[src/rtl/iter_alu.sv]
// iter_alu: handshaked ALU with optional iterative mul/div path, enabled by defining ITER_ALU_MULDIV_EN
module iter_alu #(
  parameter int WIDTH = 32,
  parameter int SHW = $clog2(WIDTH)
) (
  input  logic             clk,
  input  logic             reset,
  input  logic             in_valid,
  output logic             in_ready,
  input  logic [WIDTH-1:0] src_a,
  input  logic [WIDTH-1:0] src_b,
  input  logic [3:0]       alu_op,
  output logic             out_valid,
  input  logic             out_ready,
  output logic [WIDTH-1:0] result,
  output logic             zero,
  output logic             busy
);
  typedef enum logic [1:0] {IDLE, CALC, DONE} state_t;
  state_t state, state_nx;
  logic accept, is_md, calc_done, load;
  logic [SHW-1:0] shamt;
  logic [WIDTH-1:0] simple_res, md_res, load_val;
  assign accept = in_valid && state == IDLE;
  assign shamt = src_b[SHW-1:0];
  // Single-cycle ops; reserved and (when disabled) mul/div codes fall to 0
  always_comb begin
    simple_res = '0;
    case (alu_op)
      4'b0000: simple_res = src_a + src_b;
      4'b0001: simple_res = src_a - src_b;
      4'b0010: simple_res = src_a & src_b;
      4'b0011: simple_res = src_a | src_b;
      4'b0100: simple_res = src_a ^ src_b;
      4'b0101: simple_res = {{(WIDTH-1){1'b0}}, $signed(src_a) < $signed(src_b)};
      4'b0110: simple_res = {{(WIDTH-1){1'b0}}, src_a < src_b};
      4'b0111: simple_res = src_a << shamt;
      4'b1000: simple_res = src_a >> shamt;
      4'b1001: simple_res = $signed(src_a) >>> shamt;
      default: simple_res = '0;
    endcase
  end
`ifdef ITER_ALU_MULDIV_EN
  localparam bit MD_EN = 1'b1;
  logic [SHW-1:0] cnt;
  logic [1:0] md_op;
  logic [WIDTH-1:0] opnd, quo, quo_nx;
  logic [2*WIDTH:0] prod, prod_nx;
  logic [WIDTH:0] prod_add, rem, rem_sh, rem_nx;
  logic ge;
  assign is_md = alu_op >= 4'b1010 && alu_op <= 4'b1101;
  assign calc_done = state == CALC && cnt == SHW'(WIDTH - 1);
  assign prod_add = prod[2*WIDTH:WIDTH] + {1'b0, opnd};
  assign prod_nx = {1'b0, prod[0] ? prod_add : prod[2*WIDTH:WIDTH], prod[WIDTH-1:1]};
  assign rem_sh = {rem[WIDTH-1:0], quo[WIDTH-1]};
  assign ge = rem_sh >= {1'b0, opnd};
  assign rem_nx = ge ? rem_sh - {1'b0, opnd} : rem_sh;
  assign quo_nx = {quo[WIDTH-2:0], ge};
  assign md_res = md_op[1] ? (md_op[0] ? prod_nx[2*WIDTH-1:WIDTH] : prod_nx[WIDTH-1:0])
                           : (md_op[0] ? rem_nx[WIDTH-1:0] : quo_nx);
  // Iterative engine: latch operands on accept, one shift-add/restore-subtract step per CALC cycle
  always_ff @(posedge clk or posedge reset) begin
    if (reset) begin
      cnt <= '0;
      md_op <= '0;
      opnd <= '0;
      prod <= '0;
      rem <= '0;
      quo <= '0;
    end else if (accept) begin
      cnt <= '0;
      md_op <= alu_op[1:0];
      opnd <= alu_op[1] ? src_a : src_b;
      prod <= {{(WIDTH+1){1'b0}}, src_b};
      rem <= '0;
      quo <= src_a;
    end else if (state == CALC) begin
      cnt <= cnt + 1'b1;
      prod <= prod_nx;
      rem <= rem_nx;
      quo <= quo_nx;
    end
  end
`else
  localparam bit MD_EN = 1'b0;
  assign is_md = 1'b0;
  assign calc_done = 1'b0;
  assign md_res = '0;
`endif
  assign load = (accept && !is_md) || calc_done;
  assign load_val = calc_done ? md_res : simple_res;
  // Result and zero flag are captured once per operation and held through DONE
  always_ff @(posedge clk or posedge reset) begin
    if (reset) begin
      result <= '0;
      zero <= 1'b0;
    end else if (load) begin
      result <= load_val;
      zero <= load_val == '0;
    end
  end
  // State register
  always_ff @(posedge clk or posedge reset) begin
    if (reset) state <= IDLE;
    else state <= state_nx;
  end
  // Next-state logic
  always_comb begin
    state_nx = state;
    case (state)
      IDLE: state_nx = in_valid ? (is_md ? CALC : DONE) : IDLE;
      CALC: state_nx = calc_done ? DONE : CALC;
      DONE: state_nx = out_ready ? IDLE : DONE;
      default: state_nx = IDLE;
    endcase
  end
  // Handshake outputs decoded from state
  always_comb begin
    in_ready = state == IDLE;
    out_valid = state == DONE;
    busy = MD_EN && state == CALC;
  end
endmodule
[config.mk]
export PLATFORM = sky130hd
export DESIGN_NAME = iter_alu
export DESIGN_NICKNAME = d
export VERILOG_FILES = /design/src/rtl/iter_alu.sv
export SDC_FILE = /design/constraint.sdc
export NUM_CORES = 1
export LEC_CHECK = 0
export CAP_MARGIN = 10
export CORE_ASPECT_RATIO = 0.6
export CORE_MARGIN = 2
export CORE_UTILIZATION = 61
export DETAILED_ROUTE_END_ITERATION = 8
export DONT_BUFFER_PORTS = 1
export GPL_TIMING_DRIVEN = 0
export PLACE_DENSITY = 0.8
export SYNTH_ARGS = -nofsm -noshare
export SYNTH_HDL_FRONTEND = slang
export SYNTH_SLANG_ARGS = --single-unit
[constraint.sdc]
create_clock -name clk -period 2 [get_ports clk]
set_input_delay 0.6 -clock clk [delete_from_list [all_inputs] [get_ports clk]]
set_output_delay 0.6 -clock clk [all_outputs]
set_load 0.005 [all_outputs]
==> impl_results.md, run 1 <==
- Outcome: stopped before the end
- Failing step: global routing
- First logged error message: [ERROR GRT-0232] Routing congestion too high. Check the congestion heatmap in the GUI.
- Cell Rows: 38
- Remaining global-route overflow: 40
- Chip Width: between 150 and 200 microns
- Fraction of registers with async set or reset after synthesis: 100%
- TritonCTS Sinks: 35
- Largest buffer count on any clock path: 2
- Number of standard cells after synthesis: between 1,500 and 2,000
- Per-instance average area after synthesis: around 7 sq um
- Count of buffers inserted at the top-level ports: 0
- Placer's final routability congestion estimate: roughly 1.3
- GRT Overall Usage: around 77%
- Post-synthesis register bit count: 35
- Largest net degree at the start of global routing: 26
- Number of buffers added to fix hold violations after cts: 0
- Number of distinct library cell variants in the gate-level netlist after synthesis: 99
- Number of flops mapped to enable cells by yosys: 0
- Die Y-Extent: between 100 and 150 microns
- Critical endpoint after global-route timing repair: zero$_DFFE_PP0P_/D
- Top Ports: 108
- Yosys Warn Count: 0
- Number of buffers created by CTS: 5
- Post-synth design cell area: roughly 11,000 sq um
- HPWL after detailed placement: between 40 and 50 mm
- Net count after synthesis: between 1,500 and 2,000
- Pin category terminating the worst setup path after the last repair: register input
- Main synth FF type: dfrtp_1
- Level count of the clock H-tree: 2
- Clock tree root buffer cell: clkbuf_16
- Initial Utilization: 61.7%
- Register area share after synthesis: 7.92%
[metal layers]
layer | overflow | track usage, %
met3 | 8 | 67.4
met1 | 1 | 83.4
met4 | 17 | 60.0
met5 | 0 | 45.1
met2 | 14 | 88.0
[kinds of logic after synthesis]
kind of cell | Yosys count | synth area share (%)
multiplexers | 131 | 14.8
adder cells (fa/ha/maj) | 99 | 11.3
buffers and inverters | 219 | 8.49
XOR/XNOR | 23 | 1.82
AO/OA/AOI/OAI | 519 | 32.6
flip-flops | 35 | 7.92
AND/OR/NAND/NOR | 530 | 23.0
other | 1 | 0.0339
[synthesized netlist by cell type (16+ instances only)]
cell,instances,area [sq um]
a31oi_1,24,150
inv_1,100,375
mux4_2,20,450
clkbuf_1,68,255
nor2b_1,25,156
nand2b_1,16,100
mux2i_1,74,741
a21oi_1,111,556
o211ai_1,30,225
o22ai_1,22,138
buf_2,24,120
dfrtp_1,35,876
nand4_1,25,156
nor2_1,160,601
a211oi_1,26,195
nor4_1,16,100
nand3_1,39,195
mux2_2,28,315
a22oi_1,21,158
xnor2_1,20,175
ha_1,97,1210
a221oi_1,16,140
nor3_1,25,125
o21ai_0,97,485
nand2_1,158,593
[per-stage QoR]
step / instance area [sq um] / util [%] / setup slack [ns] / hold WS (ns) / std cells
floorplan: 11500 / - / -1.95 / 0.426 / 1557
detailed placement: 11900 / 66.3 / -2.70 / 0.454 / 1801
global placement: 11800 / 65.9 / -2.73 / 0.437 / 1797
CTS: 14100 / 78.9 / -1.91 / 0.227 / 1905
[what timing repair did]
action	CTS
setup endpoints to repair	33
resized for setup	302
setup buffers	100
pin swaps	88
==> run 2: changes to the inputs <==
--- a/config.mk
+++ b/config.mk
@@ -6,13 +6,12 @@
 export NUM_CORES = 1
 export LEC_CHECK = 0
 export CAP_MARGIN = 10
-export CORE_ASPECT_RATIO = 0.6
 export CORE_MARGIN = 2
-export CORE_UTILIZATION = 61
+export CORE_UTILIZATION = 40
 export DETAILED_ROUTE_END_ITERATION = 8
 export DONT_BUFFER_PORTS = 1
 export GPL_TIMING_DRIVEN = 0
-export PLACE_DENSITY = 0.8
+export PLACE_DENSITY_LB_ADDON = 0.15
 export SYNTH_ARGS = -nofsm -noshare
 export SYNTH_HDL_FRONTEND = slang
 export SYNTH_SLANG_ARGS = --single-unit
==> constraint.sdc (replaced) <==
create_clock -name clk -period 2.6 [get_ports clk]
set_input_delay 0.78 -clock clk [delete_from_list [all_inputs] [get_ports clk]]
set_output_delay 0.78 -clock clk [all_outputs]
set_load 0.005 [all_outputs]
==> impl_results.md, run 2 <==
- CP Launch Point: src_b[1]
- Yosys Warn Count: 0 (unchanged)
- Register area share after synthesis: 7.92% (unchanged)
- Chip Width: 170 microns (was 178 microns)
- Top cells by area in the synthesized netlist: ha_1 (11%), dfrtp_1 (7.9%), mux2i_1 (6.7%) (unchanged)
- Final hold vios: 0
- Post-Route Setup TNS: -24.26 ns
- Outcome: finished with violations (was stopped before the end)
- Largest clock skew in the final design: around 0.0025 ns
- Post-synth top cells: nor2_1 (160), nand2_1 (158), a21oi_1 (111), inv_1 (100) (unchanged)
- Worst Hold Margin: between 0.4 and 0.5 ns
- Largest net degree at the start of global routing: 26
- Final setup viols: 33
- First-pass detailed-route iteration total: 6
- Number of flops mapped to enable cells by yosys: 0 (unchanged)
- Routed WL per cell: about 34 microns
- Final cell utilization of the core: between 50 and 60%
- Number of distinct library cell variants in the gate-level netlist after synthesis: 99 (unchanged)
- Switching part of the total: between 40% and 50%
- Count leader, synth: nor2_1 (unchanged)
- RSZ-0062 raised after global routing: yes
- Level count of the clock H-tree: 2 (unchanged)
- Post-route fraction of the period consumed by the critical path: 160%
- Post-route ant nets: 0
- Most frequent standard cell in the layout excluding fill and tap cells: nand2_1
- Placer's final routability congestion estimate: 1.07 (was 1.30)
- Pre-CTS setup slack: -2.53 ns (was -2.70 ns)
- Core area: roughly 27,000 sq um
- Largest buffer count on any clock path: 2 (unchanged)
- Clock Pin Slew Worst Setup and Hold Paths: 0.06 ns
- Die Y-Extent: 170 microns (was 108 microns)
- Register bank with the most flops: result
- Initial Utilization: 40.9% (was 61.7%)
- Total internal power: roughly 2.4 mW
- Detailed-route wire length: slightly below 70 mm
- Number of buffers created by CTS: 5 (unchanged)
- Leak Pwr: 6.00 nW
- HPWL after detailed placement: 53.1 mm (was 47.4 mm)
- CTS tree: done
- Worst IR drop on VDD: about 0.00025 V
- Post-detailed-route DRC marker count: 0
- Type of origin of the critical path: input port
- Ratio of cells with drive above 1 in the final layout: 28.6%
- Leading area contributor after synthesis: ha_1 (unchanged)
- Launching point of the worst reg2reg path: state[1]
- Net count, final: 1,850
- Fillcell total: roughly 2,600
- Per-instance average area after synthesis: 7.10 sq um (unchanged)
- Shortest period the worst path allows: around 4.2 ns
- Top Ports: 108 (unchanged)
- Number of standard cells after synthesis: 1,557 (unchanged)
- Slew at the pin with the worst max-slew slack: around 1.1 ns
- Slew headroom: about 25%
- Post-synth design cell area: 11,100 sq um (unchanged)
- Worst path arrival time: 4.39 ns
- P&R area growth vs syn: 31.7%
- Clock tree root buffer cell: clkbuf_16 (unchanged)
- Path type of the worst min-delay path: input port to async pin
- Clock latency at the later pin of the worst-skew pair: a little under 0.3 ns
- Max FFs per register: 32
- Remaining global-route overflow: 0
- Antenna violations before repair: 1
- Max Transition Viols Final: 0
- Maximum fanout along the worst path: 4
- Registers with the most flip-flops: result x32, state x2, zero x1
- Fmax: 0.240 GHz
- Main synth FF type: dfrtp_1 (unchanged)
- Post-synthesis register bit count: 35 (unchanged)
- Worst path required time: about 2.8 ns
- Vias in the first global route: between 10,000 and 15,000
- Global-route wire length before repair: around 96 mm
- Net count after synthesis: 1,728 (unchanged)
- Sequential fraction of design power: approximately 16%
- Combinational power share: between 60% and 70%
- Fraction of registers with async set or reset after synthesis: 100% (unchanged)
- Number of DRC markers after the initial detailed-route iteration: ~2,800
- GRT Overall Usage: 45.7%
- NetSw: ~2.4 mW
- Number of buffers added to fix hold violations after cts: 0 (unchanged)
- Cell Rows: 60 (was 38)
- Detailed-route vias per instance: between 7 and 8
- TritonCTS Sinks: 35 (unchanged)
- Count of buffers inserted at the top-level ports: 0 (unchanged)
- Power density over the cells: 329 nW/um^2
- Number of vias after detailed routing: 14,900
- Worst Setup Path Type: input port to flop
- Violations in the final reports: negative setup slack
- Die footprint: 29,000 sq um
- Clock network power share: around 15%
- Most frequent cells in the layout: nand2_1 (151), nor2_1 (148), buf_4 (102), inv_1 (94), ha_1 (91)
- Endpoint kind of the worst setup timing path: flop
- Max-capacitance violation count: 0
- Proportion of netlist area held by the largest area contributor: 11.0% (unchanged)
- Worst-case setup margin in the final layout: -1.57 ns
run 2: cell counts after synthesis:
No cell type changed its count.
run 2: timing repair:
action | in CTS | in global routing
resized for setup | 251 | 94
cloned | 3 | 0
pin swaps | 70 | 48
endpoints found under the setup margin | 33 | 33
setup buffers | 87 | 25
run 2: cell families after synthesis:
family	count (synthesis)	share of synthesized area, %
mux	131	14.8
compound gates	519	32.6
xor+xnor	23	1.82
simple gates	530	23.0
other cells	1	0.0339
fa+ha+maj	99	11.3
buf+inv	219	8.49
flops	35	7.92
run 2: routing by layer:
metal | up-vias | part of all wire (%) | track usage (%)
met5 | - | 0.055 | 1.74
met4 | 2 | 6.6 | 23.8
met3 | 298 | 15 | 16.2
met2 | 1288 | 41 | 65.9
met1 | 7236 | 38 | 59.4
li1 | 6106 | - | -
run 2: metrics by stage:
step	area, sq um	power (mW)	cells
2_1_floorplan	11500	2.49	1557
3_3_place_gp	11900	3.29	1898
3_5_place_dp	12000	3.30	1901
4_1_cts	14000	4.46	1997
5_1_grt	14600	4.93	2021
6_report	14600	4.79	2023
run 2: worst max-delay path: stages:
cell and delay (ns):
buf_12 0.11, inv_8 0.03, buf_12 0.11, buf_12 0.11
buf_12 0.14, ha_4 0.22, o21ba_4 0.20, a2111o_1 0.51
a311oi_4 0.48, a211oi_4 0.14, nand2_1 0.09, o21ai_0 0.10
o21ai_1 0.21, o211ai_1 0.24, nor4_2 0.43, and4_1 0.27
a41o_1 0.17
run 2: worst paths after layout:
check	end	slack (ns)	cells after the start
setup / recovery	zero	-1.57	17
hold / removal	result[23]	0.40	1
setup reg to reg	zero	-0.39	11
hold reg to reg	state[0]	0.45	1
max in group asynchronous	result[3]	1.70	2
min in group clk	state[0]	0.45	1
run 2: power groups by stage:
stage          Clock [mW]  Sequential [mW]  Combinational [mW]
2_1_floorplan           0            0.748                1.75
3_5_place_dp            0            0.779                2.52
6_report            0.732            0.769                3.29
5_1_grt             0.755            0.780                3.40
4_1_cts             0.726            0.772                2.96
3_3_place_gp            0            0.777                2.52
run 2: layout make-up:
| cell class | count | area, sq um | share of cell area [%] |
|---|---|---|---|
| inverters | 100 | 398 | 2.73 |
| plain buffers | 117 | 976 | 6.70 |
| multi-input cells | 1303 | 10700 | 73.4 |
| well taps | 341 | 427 | 2.93 |
| clock inverters | 2 | 35.0 | 0.241 |
| diodes | 2 | 5.00 | 0.0344 |
| flip-flops and latches | 35 | 876 | 6.02 |
| clock buffers | 6 | 139 | 0.954 |
| repair buffers | 117 | 1020 | 6.99 |
(Power assumes the default switching activity.)
